===== config.mk =====
export PLATFORM = sky130hd
export DESIGN_NAME = sram_controller
export DESIGN_NICKNAME = d
export VERILOG_FILES = /design/src/rtl/sram_pkg.sv /design/src/rtl/sram_phase_timer.sv /design/src/rtl/sram_controller.sv
export SDC_FILE = /design/constraint.sdc
export NUM_CORES = 1
export LEC_CHECK = 0
export ABC_CLOCK_PERIOD_IN_PS = 2600
export BUFFER_PORTS_ARGS = -buffer_cell sky130_fd_sc_hd__clkbuf_2
export CAP_MARGIN = 20
export CORE_MARGIN = 2
export CORE_UTILIZATION = 40
export DETAILED_ROUTE_END_ITERATION = 12
export HOLD_SLACK_MARGIN = 0.02
export PLACE_DENSITY = 0.69
export SLEW_MARGIN = 20
export SYNTH_ARGS = -nofsm -noshare
export SYNTH_HDL_FRONTEND = slang
export SYNTH_SLANG_ARGS = --single-unit

===== constraint.sdc =====
create_clock -name clk -period 2.6 [get_ports clk]
set_input_delay 0.26 -clock clk [delete_from_list [all_inputs] [get_ports clk]]
set_output_delay 0.26 -clock clk [all_outputs]
set_load 0.02 [all_outputs]

===== src/rtl/sram_pkg.sv =====
`default_nettype none
// ----------------------------------------------------------------------------
// sram_pkg : shared types and defaults for the 16-bit async SRAM controller
// Revision : 1.0
// ----------------------------------------------------------------------------
package sram_pkg;

  typedef enum logic [1:0] {
    ST_IDLE = 2'd0,
    ST_LOW  = 2'd1,
    ST_HIGH = 2'd2,
    ST_DONE = 2'd3
  } state_t;

  localparam int SRAM_DATA_WIDTH         = 16;
  localparam int DEFAULT_BASE_ADDR       = 1024;
  localparam int DEFAULT_WAIT_CYCLES     = 1;
  localparam int DEFAULT_SRAM_ADDR_WIDTH = 18;

endpackage
`default_nettype wire


===== src/rtl/sram_phase_timer.sv =====
`default_nettype none
// ----------------------------------------------------------------------------
// sram_phase_timer : per-phase down-counter with first/last cycle flags
// Revision : 1.0
// ----------------------------------------------------------------------------
module sram_phase_timer #(
  parameter int WAIT_CYCLES = 1
) (
  input  logic clk,
  input  logic rst,
  input  logic load,
  output logic first,
  output logic last
);

  localparam int CNT_W = (WAIT_CYCLES > 1) ? $clog2(WAIT_CYCLES) : 1;
  localparam logic [CNT_W-1:0] LOAD_VAL = CNT_W'(WAIT_CYCLES - 1);

  logic [CNT_W-1:0] cnt_q, cnt_d;
  logic             first_q, first_d;

  always_comb begin
    cnt_d   = cnt_q;
    first_d = 1'b0;
    if (load) begin
      cnt_d   = LOAD_VAL;
      first_d = 1'b1;
    end else if (cnt_q != '0) begin
      cnt_d = cnt_q - 1'b1;
    end
  end

  always_ff @(posedge clk) begin
    if (rst) begin
      cnt_q   <= '0;
      first_q <= 1'b0;
    end else begin
      cnt_q   <= cnt_d;
      first_q <= first_d;
    end
  end

  assign first = first_q;
  assign last  = (cnt_q == '0);

endmodule
`default_nettype wire


===== src/rtl/sram_controller.sv =====
`default_nettype none
// ----------------------------------------------------------------------------
// sram_controller : 32-bit word access as two half-word phases on async SRAM
// Revision : 1.0
// ----------------------------------------------------------------------------
module sram_controller
  import sram_pkg::*;
#(
  parameter int BASE_ADDR       = DEFAULT_BASE_ADDR,
  parameter int WAIT_CYCLES     = DEFAULT_WAIT_CYCLES,
  parameter int SRAM_ADDR_WIDTH = DEFAULT_SRAM_ADDR_WIDTH
) (
  input  logic                       clk,
  input  logic                       rst,
  input  logic                       rd_en,
  input  logic                       wr_en,
  input  logic [31:0]                address,
  input  logic [31:0]                write_data,
  output logic [31:0]                read_data,
  output logic                       ready,
  output logic [SRAM_ADDR_WIDTH-1:0] sram_addr,
  output logic [SRAM_DATA_WIDTH-1:0] sram_dq_out,
  output logic                       sram_dq_oe,
  input  logic [SRAM_DATA_WIDTH-1:0] sram_dq_in,
  output logic                       sram_we_n
);

  localparam int IDX_W = SRAM_ADDR_WIDTH - 1;

  state_t                       state_q, state_d;
  logic                         op_wr_q, op_wr_d;
  logic [SRAM_DATA_WIDTH-1:0]   wdata_hi_q, wdata_hi_d;
  logic [31:0]                  read_data_q, read_data_d;
  logic [SRAM_ADDR_WIDTH-1:0]   sram_addr_q, sram_addr_d;
  logic [SRAM_DATA_WIDTH-1:0]   dq_out_q, dq_out_d;

  logic [IDX_W-1:0] w_idx;
  logic             w_req;
  logic             w_load;
  logic             w_first;
  logic             w_last;
  logic             w_write_phase;

  // Out-of-range addresses wrap: the upper index bits are simply dropped.
  assign w_idx  = IDX_W'((address - 32'(BASE_ADDR)) >> 2);
  assign w_req  = rd_en | wr_en;
  assign w_load = ((state_q == ST_IDLE) && w_req) || ((state_q == ST_LOW) && w_last);

  sram_phase_timer #(
    .WAIT_CYCLES(WAIT_CYCLES)
  ) u_timer (
    .clk  (clk),
    .rst  (rst),
    .load (w_load),
    .first(w_first),
    .last (w_last)
  );

  always_comb begin
    state_d     = state_q;
    op_wr_d     = op_wr_q;
    wdata_hi_d  = wdata_hi_q;
    read_data_d = read_data_q;
    sram_addr_d = sram_addr_q;
    dq_out_d    = dq_out_q;
    case (state_q)
      ST_IDLE: begin
        if (w_req) begin
          state_d     = ST_LOW;
          op_wr_d     = wr_en;
          wdata_hi_d  = write_data[31:16];
          sram_addr_d = {w_idx, 1'b0};
          if (wr_en) dq_out_d = write_data[15:0];
        end
      end
      ST_LOW: begin
        if (w_last) begin
          state_d        = ST_HIGH;
          sram_addr_d[0] = 1'b1;
          if (op_wr_q) dq_out_d = wdata_hi_q;
          else         read_data_d[15:0] = sram_dq_in;
        end
      end
      ST_HIGH: begin
        if (w_last) begin
          state_d = ST_DONE;
          if (!op_wr_q) read_data_d[31:16] = sram_dq_in;
        end
      end
      default: state_d = ST_IDLE;
    endcase
  end

  always_ff @(posedge clk) begin
    if (rst) begin
      state_q     <= ST_IDLE;
      op_wr_q     <= 1'b0;
      wdata_hi_q  <= '0;
      read_data_q <= '0;
      sram_addr_q <= '0;
      dq_out_q    <= '0;
    end else begin
      state_q     <= state_d;
      op_wr_q     <= op_wr_d;
      wdata_hi_q  <= wdata_hi_d;
      read_data_q <= read_data_d;
      sram_addr_q <= sram_addr_d;
      dq_out_q    <= dq_out_d;
    end
  end

  // Strobe released in the last cycle of a multi-cycle phase for data hold.
  assign w_write_phase = op_wr_q && ((state_q == ST_LOW) || (state_q == ST_HIGH));
  assign sram_we_n     = ~(w_write_phase & ~(w_last & ~w_first));
  assign sram_dq_oe    = w_write_phase;

  assign ready       = (state_q == ST_DONE) || ((state_q == ST_IDLE) && !rd_en && !wr_en);
  assign read_data   = read_data_q;
  assign sram_addr   = sram_addr_q;
  assign sram_dq_out = dq_out_q;

endmodule
`default_nettype wire


==> results.toml, run 1 <==
[run_status]
status = "finished clean"

[cells_and_area]
drive_gt1_frac = 0.336
final_cell_area_sq_um = 4590
finish.utilization = 0.529
num_antenna_cells = 0
nets = 641
area_delta_synth_final_pct = 29.5

[critical_path]
endpoint_kind = "output port"
worstSetupPathType = "flip-flop to output port"
crit_buf_inv = 2
path_delay_family = "simple AND/OR/NAND/NOR gates"
slowest_delay_ns = 0.55
crit_required_ns = 2.34
critPathSlowestCell = "or3b_2"
ff2ff_setup_slack_ns = 0.64
critPathLaunchType = "flip-flop"
crit_chain = "inv_1, ha_1, or3b_2, nand2b_1, clkbuf_2"
critPathArrivalTime_ns = 1.93
crit_path_max_fanout = 7

[logic_synthesis]
ys_seq_area_frac = 0.491
synth_area_leader_cell = "dfxtp_1"
ys_warn_count = 0
synth.area.top_cells = "dfxtp_1, nand2_1, a21oi_1"
syn-cell-area_sq_um = 3550
synthTopCellsByCount = "nand2_1, dfxtp_1, a21oi_1"
synth_flop_cell = "dfxtp_1"
synth_most_common_cell = "nand2_1"
synth-async-reset-ratio = 0
ys_ff_latch = 87
synth_edf_count = 0
synth_nets = 514
synth_top_area_frac = 0.491
postSynthAreaPerCell_sq_um = 8.35
synth_cell_type_count = 31
syn_inst = 425

[hold_path]
hp-class = "primary input to flip-flop"

[clock_network]
tritoncts = "done"
clkSlewWorstSetupHoldPaths_ns = 0.09
cts_buffers = 9
cts.sinks = 87
clk_path_buf_depth = 2
cts-root-buf = "clkbuf_8"
holdBufCountCts = 0
clk_latency_ns = 0.36
ctsResizeCount = 0
cts_setup_buffers = 0
cts_max_level = 3

[routing]
drtAntennaViolNets = 0
vias = 3348
wl_microns = 8990
viasPerCell = 5.03
dr.pass1.iters = 4
drc = 0
drtIter0Drc = 83
wl_per_cell_microns = 13.5

[timing]
slew_headroom = 0.516
finalSetupViolCount = 0
rsz0062_at_grt = "false"
layout_min_cycle_time_ns = 2.19
final_max_slew_viol_count = 0
max_freq_ghz = 0.457
finalClockSkew_ns = 0.0153
final.setup.tns_ns = 0
hold_violations = 0
fin_crit_sh = 0.842
worst_pin_slew_ns = 0.724

[global_routing]
overflow = 0
grt.total_usage = 0.186
grt_pass1_vias = 3182
grt_antenna_before_repair = 0
grt_pass1_wl_microns = 14800
grt_max_degree = 57

[pwr]
p_per_area_nw_per_um2 = 1120
p_total_mw = 5.16
leakage_nw = 1.98
ir_worst_vdd_mv = 0.413

[die]
core_area_sq_um = 8680
die_width_microns = 98.2
die-area_sq_um = 9640
die_h_microns = 98.2
rows = 34
pin_count = 153
start_util = 0.409

[placed_design]
post-dp-hpwl_microns = 6380
place_congestion = 0.787
portBuffers = 137
post_dp_cell_area_sq_um = 4340

[run]
max-cap-violations = 0
[worst min-delay path: stages]
cell      delay (ns)
clkbuf_2        0.08
nand2_1         0.04
a21oi_1         0.05
[layout make-up]
type                            count  area [sq um]
Tap cell                          108           135
Clock buffer                        9           124
Clock inverter                      7           126
Multi-Input combinational cell    285          1610
Timing Repair Buffer              148           781
Sequential cell                    87          1740
Inverter                           21          78.8
Fill cell                         845          4080
[worst paths after layout]
| check | from | to | cells after the start |
|---|---|---|---|
| worst max-delay path | state_q[0] | ready | 5 |
| worst min-delay path | address[9] | sram_addr[8] | 3 |
| worst max register to register | state_q[0] | sram_addr[13] | 6 |
| worst min register to register | sram_addr[5] | sram_addr[5] | 2 |
[where the power goes]
group / internal, mW / total, mW / switching (mW) / leakage, nW
Combinational: 0.784 / 2.10 / 1.32 / 1.14
Sequential: 1.69 / 1.89 / 0.195 / 0.714
Clock: 0.652 / 1.17 / 0.519 / 0.122
[cell usage in the layout (no fill, tap or decap), types with 4 or more instances in the layout]
master | Yosys | final
a21oi_1 | 60 | 60
nand2_1 | 113 | 113
clkbuf_2 | 0 | 137
buf_4 | 0 | 10
clkbuf_8 | 0 | 9
ha_1 | 5 | 5
dfxtp_1 | 87 | 87
nor2_1 | 11 | 11
nand2b_1 | 4 | 4
o21ai_0 | 5 | 5
mux2_2 | 16 | 16
a211oi_1 | 39 | 39
inv_1 | 21 | 21
[kinds of logic (layout without fill, tap and decap cells)]
group,count (synthesis),after routing,synth area share
adders and majority gates,5,5,0.0176
other,1,1,0.00106
AOI/OAI and AO/OA,113,113,0.194
buffers and inverters,53,185,0.0589
DFF,87,87,0.491
and+or+nand+nor,147,147,0.179
muxes,17,17,0.0536
xor gates and xnor gates,2,2,0.00494
[routing by layer]
layer	vias to the layer above	wire, microns	global-route usage	part of all wire
li1	1695	-	-	-
met1	1537	4160	0.240	0.46
met2	99	4060	0.296	0.45
met3	17	609	0.0530	0.068
met4	0	159	0.0706	0.018
met5	-	0	0	0
[state kept, by name, indices dropped and copies added, names as in the netlist]
signal / count
sram_addr: 18
op_wr_q: 1
state_q: 2
sram_dq_out: 16
wdata_hi_q: 16
u_timer.first: 1
read_data: 32
u_timer.cnt_q: 1
[metrics by stage]
stage / instances / hold WS, ns / worst slack [ns]
final: 665 / 0.109 / 0.410
after detailed placement: 649 / 0.446 / 0.623
after global placement: 649 / 0.439 / 0.726
after floorplan: 425 / 0.356 / 0.792
after CTS: 665 / 0.0984 / 0.391
after global routing: 665 / 0.106 / 0.300
(Power assumes the default switching activity.)
==> run 2, diff against run 1 <==
--- a/config.mk
+++ b/config.mk
@@ -5,7 +5,7 @@
 export SDC_FILE = /design/constraint.sdc
 export NUM_CORES = 1
 export LEC_CHECK = 0
-export ABC_CLOCK_PERIOD_IN_PS = 2600
+export ABC_CLOCK_PERIOD_IN_PS = 2200
 export BUFFER_PORTS_ARGS = -buffer_cell sky130_fd_sc_hd__clkbuf_2
 export CAP_MARGIN = 20
 export CORE_MARGIN = 2
==> constraint.sdc (replaced) <==
create_clock -name clk -period 2.2 [get_ports clk]
set_input_delay 0.22 -clock clk [delete_from_list [all_inputs] [get_ports clk]]
set_output_delay 0.22 -clock clk [all_outputs]
set_load 0.02 [all_outputs]
==> results.toml, run 2 (synthesized netlist as in run 1, its figures left out) <==
[run_status]
status = "finished clean"

[routing]
dr.pass1.iters = 4
drtAntennaViolNets = 0
drc = 0
drtIter0Drc = 144
wl_per_cell_microns = 13.6
vias = 3334
wl_microns = 9020
viasPerCell = 5.02

[timing]
hold_violations = 0
max_freq_ghz = 0.483
layout_min_cycle_time_ns = 2.07
hold_slack_ns = 0.0757
fin_ws_ns = 0.129
final.setup.tns_ns = 0
finalSetupViolCount = 0
slew_headroom = 0.536
finalClockSkew_ns = 0.0112
fin_crit_sh = 0.941
final_max_slew_viol_count = 0
rsz0062_at_grt = "false"
worst_pin_slew_ns = 0.696

[hold_path]
hold_depth = 3
worstHoldStart = "address[8]"
hp-class = "primary input to flip-flop"
hold_path_end = "sram_addr[7]"

[clock_network]
cts_buffers = 9
cts_setup_buffers = 0
clk_path_buf_depth = 2
tritoncts = "done"
cts-root-buf = "clkbuf_8"
cts.sinks = 87
clkSlewWorstSetupHoldPaths_ns = 0.08
clk_latency_ns = 0.36
cts_max_level = 3

[global_routing]
overflow = 0
grt_antenna_before_repair = 0
grt.total_usage = 0.185
grt_pass1_vias = 3156
grt_max_degree = 87
grt_pass1_wl_microns = 14700

[placed_design]
place_congestion = 0.740
dp_cells = 648
preCtsSetupSlack_ns = 0.325
portBuffers = 137
post-dp-hpwl_microns = 6300

[cells_and_area]
mostFrequentLayoutCells = "clkbuf_2, nand2_1, dfxtp_1"
layout_commonest_cell = "clkbuf_2"
finalNonFillerCells = 664
nets = 640
area_delta_synth_final_pct = 28.2
n_fill_cell = 869
num_antenna_cells = 0
drive_gt1_frac = 0.336
largest_reg_flops = 32

[critical_path]
critPathArrivalTime_ns = 1.85
path_delay_family = "simple AND/OR/NAND/NOR gates"
reg2regPathDepth = 6
slowest_delay_ns = 0.52
ff2ff_setup_slack_ns = 0.37
worstSetupPathType = "flip-flop to output port"
endpoint_kind = "output port"
crit_path_max_fanout = 7
cp.depth = 5
critPathLaunchType = "flip-flop"
worstReg2RegStart = "state_q[1]"
crit_buf_inv = 2
crit_chain = "inv_1, ha_2, or3b_2, nand2b_1, clkbuf_2"
crit_required_ns = 1.98
r2r-end = "sram_dq_out[8]"
critPathSlowestCell = "or3b_2"

[die]
core_area_sq_um = 8680
die_h_microns = 98.2
rows = 34
start_util = 0.409
pin_count = 153
die-area_sq_um = 9640
die_width_microns = 98.2

[pwr]
ir_worst_vdd_mv = 0.477
leakage_nw = 1.95
p_per_area_nw_per_um2 = 1290

[run]
max-cap-violations = 0
[run 2: cell types whose count changed in the layout (fill, tap and decap cells not counted)]
cell | previous run | this run
inv_6 | 2 | 1
buf_12 | 1 | 2
clkinv_2 | 0 | 2
bufinv_16 | 3 | 1
clkinv_4 | 0 | 1
buf_4 | 10 | 8
ha_1 | 5 | 4
clkinvlp_4 | 1 | 2
ha_2 | 0 | 1
inv_8 | 1 | 0
[run 2: repair_timing]
action	4_1_cts	5_1_grt
hold buffers	0	0
resized for setup	0	1
setup endpoints to repair	0	1
[run 2: per-layer routing]
metal / part of all wire / GRT usage / vias to the layer above
li1: - / - / 1692
met1: 0.45 / 0.242 / 1530
met2: 0.47 / 0.296 / 100
met3: 0.069 / 0.0472 / 12
met4: 0.014 / 0.0685 / 0
met5: 0 / 0 / -
[run 2: worst max-delay path by stage]
stage	start	endpoint	slack (ns)
after global routing	state_q[0]	ready	0.03
final	state_q[0]	ready	0.13
after floorplan	state_q[1]	sram_dq_out[10]	0.39
after global placement	state_q[0]	read_data[31]	0.43
after CTS	state_q[0]	ready	0.04
after detailed placement	state_q[0]	read_data[26]	0.32
[run 2: per-stage QoR]
step | utilization | area, sq um | power, mW
CTS | 0.523 | 4540 | 5.90
detailed placement | 0.500 | 4340 | 4.78
finish | 0.524 | 4550 | 5.85
global route | 0.524 | 4550 | 6.26
global placement | 0.500 | 4340 | 4.70
floorplan | - | 3550 | 3.93
[run 2: tightest hold or removal path: cells and delay by family]
family,cells,cell delay [ns]
AO/OA/AOI/OAI,1,0.05
buffers and inverters,1,0.08
AND/OR/NAND/NOR,1,0.04
[run 2: where the power goes]
part           switching [mW]  internal (mW)
clock                   0.587          0.526
sequential              0.232           2.00
combinational            1.56          0.947
total                    2.38           3.47
[run 2: cell type report]
class | instances | area (sq um) | area share
repair buffers | 147 | 786 | 0.173
inverters | 21 | 78.8 | 0.0173
well taps | 108 | 135 | 0.0297
clock buffers | 9 | 124 | 0.0272
flip-flops and latches | 87 | 1740 | 0.383
clock inverters | 7 | 72.6 | 0.0160
multi-input cells | 285 | 1610 | 0.354
==> run 3, diff against run 2 <==
--- a/config.mk
+++ b/config.mk
@@ -5,11 +5,13 @@
 export SDC_FILE = /design/constraint.sdc
 export NUM_CORES = 1
 export LEC_CHECK = 0
+export ABC_AREA = 1
 export ABC_CLOCK_PERIOD_IN_PS = 2200
 export BUFFER_PORTS_ARGS = -buffer_cell sky130_fd_sc_hd__clkbuf_2
 export CAP_MARGIN = 20
 export CORE_MARGIN = 2
 export CORE_UTILIZATION = 40
+export CTS_CLUSTER_DIAMETER = 40
 export DETAILED_ROUTE_END_ITERATION = 12
 export HOLD_SLACK_MARGIN = 0.02
 export PLACE_DENSITY = 0.69
==> results.toml, run 3 <==
[cells_and_area]
layout_commonest_cell = "clkbuf_2"
multi_input_comb_area_sq_um = 1480
num_antenna_cells = 0
mostFrequentLayoutCells = "clkbuf_2, nor2_1, dfxtp_1"
largest_reg_flops = 32
nets = 710
n_fill_cell = 876
drive_gt1_frac = 0.262
area_delta_synth_final_pct = 27.1
regArea_sq_um = 1740

[pwr]
leakage_nw = 2.21
p_int_mw = 3.30
clkPwrFrac = 0.184
ir_worst_vdd_mv = 0.494
swShare = 0.420
p_per_area_nw_per_um2 = 1280
p_comb_frac = 0.418
p_sw_mw = 2.39
seq_power_share = 0.398

[global_routing]
grt_max_degree = 52
grt_pass1_vias = 3167
grt.total_usage = 0.181
overflow = 0
grt_pass1_wl_microns = 14300
grt_antenna_before_repair = 0

[timing]
worst_pin_slew_ns = 0.668
layout_min_cycle_time_ns = 1.79
fin_crit_sh = 0.816
max_freq_ghz = 0.557
final.setup.tns_ns = 0
slew_headroom = 0.554
finalSetupViolCount = 0
finalClockSkew_ns = 0.0137
hold_slack_ns = 0.0831
rsz0062_at_grt = "false"
hold_violations = 0
final_max_slew_viol_count = 0
fin_ws_ns = 0.406

[critical_path]
crit_required_ns = 2.44
critPathLaunchType = "flip-flop"
slowest_delay_ns = 0.36
worstSetupPathType = "flip-flop to flip-flop"
crit_path_max_fanout = 32
crit_chain = "inv_1, ha_1, inv_2, o21ai_1, nor2_2, buf_4, nand3_1, nand2_1, nor2_1"
path_delay_family = "buffers and inverters"
crit_buf_inv = 3
critPathSlowestCell = "dfxtp_1"
critPathArrivalTime_ns = 2.04
endpoint_kind = "flip-flop"

[routing]
drc = 0
drtAntennaViolNets = 0
dr.pass1.iters = 4
wl_microns = 8290
viasPerCell = 4.65
vias = 3410
wl_per_cell_microns = 11.3
drtIter0Drc = 159

[logic_synthesis]
ys_seq_area_frac = 0.498
syn_inst = 493
synth_cell_type_count = 18
synthAdderAreaFrac = 0.0179
synthMuxAreaShare = 0
synth_top_area_frac = 0.498
post_synth_and_or_nand_nor_area_fraction = 0.262
synth_area_leader_cell = "dfxtp_1"
synthTopCellsByCount = "nor2_1, dfxtp_1, nand2_1"
synth.area.top_cells = "dfxtp_1, nor2_1, o21ai_0"
postSynthAreaPerCell_sq_um = 7.10
ys_ff_latch = 87
synth_edf_count = 0
synth-async-reset-ratio = 0
synth_nets = 582
synth_most_common_cell = "nor2_1"
synth_xor_area_frac = 0.00250
syn-cell-area_sq_um = 3500
synth_top_family_by_area = "simple AND/OR/NAND/NOR gates"
ys_warn_count = 0
synth_flop_cell = "dfxtp_1"
synth_compound_area_frac = 0.138

[die]
die-area_sq_um = 9510
die_h_microns = 97.5
die_width_microns = 97.5
start_util = 0.407
pin_count = 153
core_area_sq_um = 8590
rows = 34

[clock_network]
tritoncts = "done"
cts_max_level = 3
cts_setup_buffers = 0
ctsResizeCount = 0
holdBufCountCts = 0
cts_buffers = 9
clk_path_buf_depth = 2
cts.sinks = 87
clk_latency_ns = 0.35
cts-root-buf = "clkbuf_8"
clkSlewWorstSetupHoldPaths_ns = 0.08

[placed_design]
preCtsSetupSlack_ns = 0.397
portBuffers = 137
post-dp-hpwl_microns = 6050
place_congestion = 0.747

[hold_path]
hp-class = "primary input to flip-flop"

[run]
max-cap-violations = 0

[run_status]
status = "finished clean"
run 3: path summary, 6_finish.rpt:
path	cells after the start	slack, ns	end	start
setup / recovery	9	0.41	sram_dq_out[3]	state_q[1]
hold / removal	2	0.08	sram_addr[9]	address[10]
setup reg to reg	9	0.41	sram_dq_out[3]	state_q[1]
hold reg to reg	2	0.45	read_data[0]	read_data[0]
run 3: worst reg2reg max path, cell delays in order (launching register included):
cell and delay (ns):
dfxtp_1 0.36, inv_1 0.08, ha_1 0.28, inv_2 0.26, o21ai_1 0.11, nor2_2 0.08, buf_4 0.30, nand3_1 0.13
nand2_1 0.08, nor2_1 0.04
run 3: kinds of logic (layout without fill, tap and decap cells):
kind of cell | count (synthesis) | after routing
fa+ha+maj | 5 | 5
flops | 87 | 87
simple gates | 234 | 234
xor+xnor | 1 | 1
other cells | 1 | 1
buf+inv | 69 | 202
compound gates | 96 | 96
run 3: per-layer routing:
metal	up-vias	GRT usage	wire, microns
li1	1803	-	-
met1	1491	0.222	3850
met2	98	0.300	3740
met3	18	0.0489	517
met4	0	0.0748	187
met5	-	0	0
run 3: layout make-up:
class | count | share of cell area
Clock inverter | 5 | 0.00900
Multi-Input combinational cell | 337 | 0.332
Tap cell | 108 | 0.0304
Sequential cell | 87 | 0.391
Timing Repair Buffer | 143 | 0.167
Clock buffer | 11 | 0.0340
Inverter | 43 | 0.0363
run 3: metrics by stage:
step,area [sq um],cells,power [mW],util
after floorplan,3500,493,4.02,-
after global placement,4260,718,4.64,0.495
after detailed placement,4260,718,4.71,0.495
after CTS,4450,734,5.76,0.518
after global routing,4450,734,6.18,0.518
final,4450,734,5.69,0.518
run 3: power groups by stage:
stage               clock (mW)  combinational, mW  sequential, mW
finish                    1.05               2.38            2.26
CTS                       1.09               2.41            2.27
detailed placement           0               2.41            2.30
global route              1.15               2.71            2.32
global placement             0               2.36            2.28
floorplan                    0               1.35            2.67
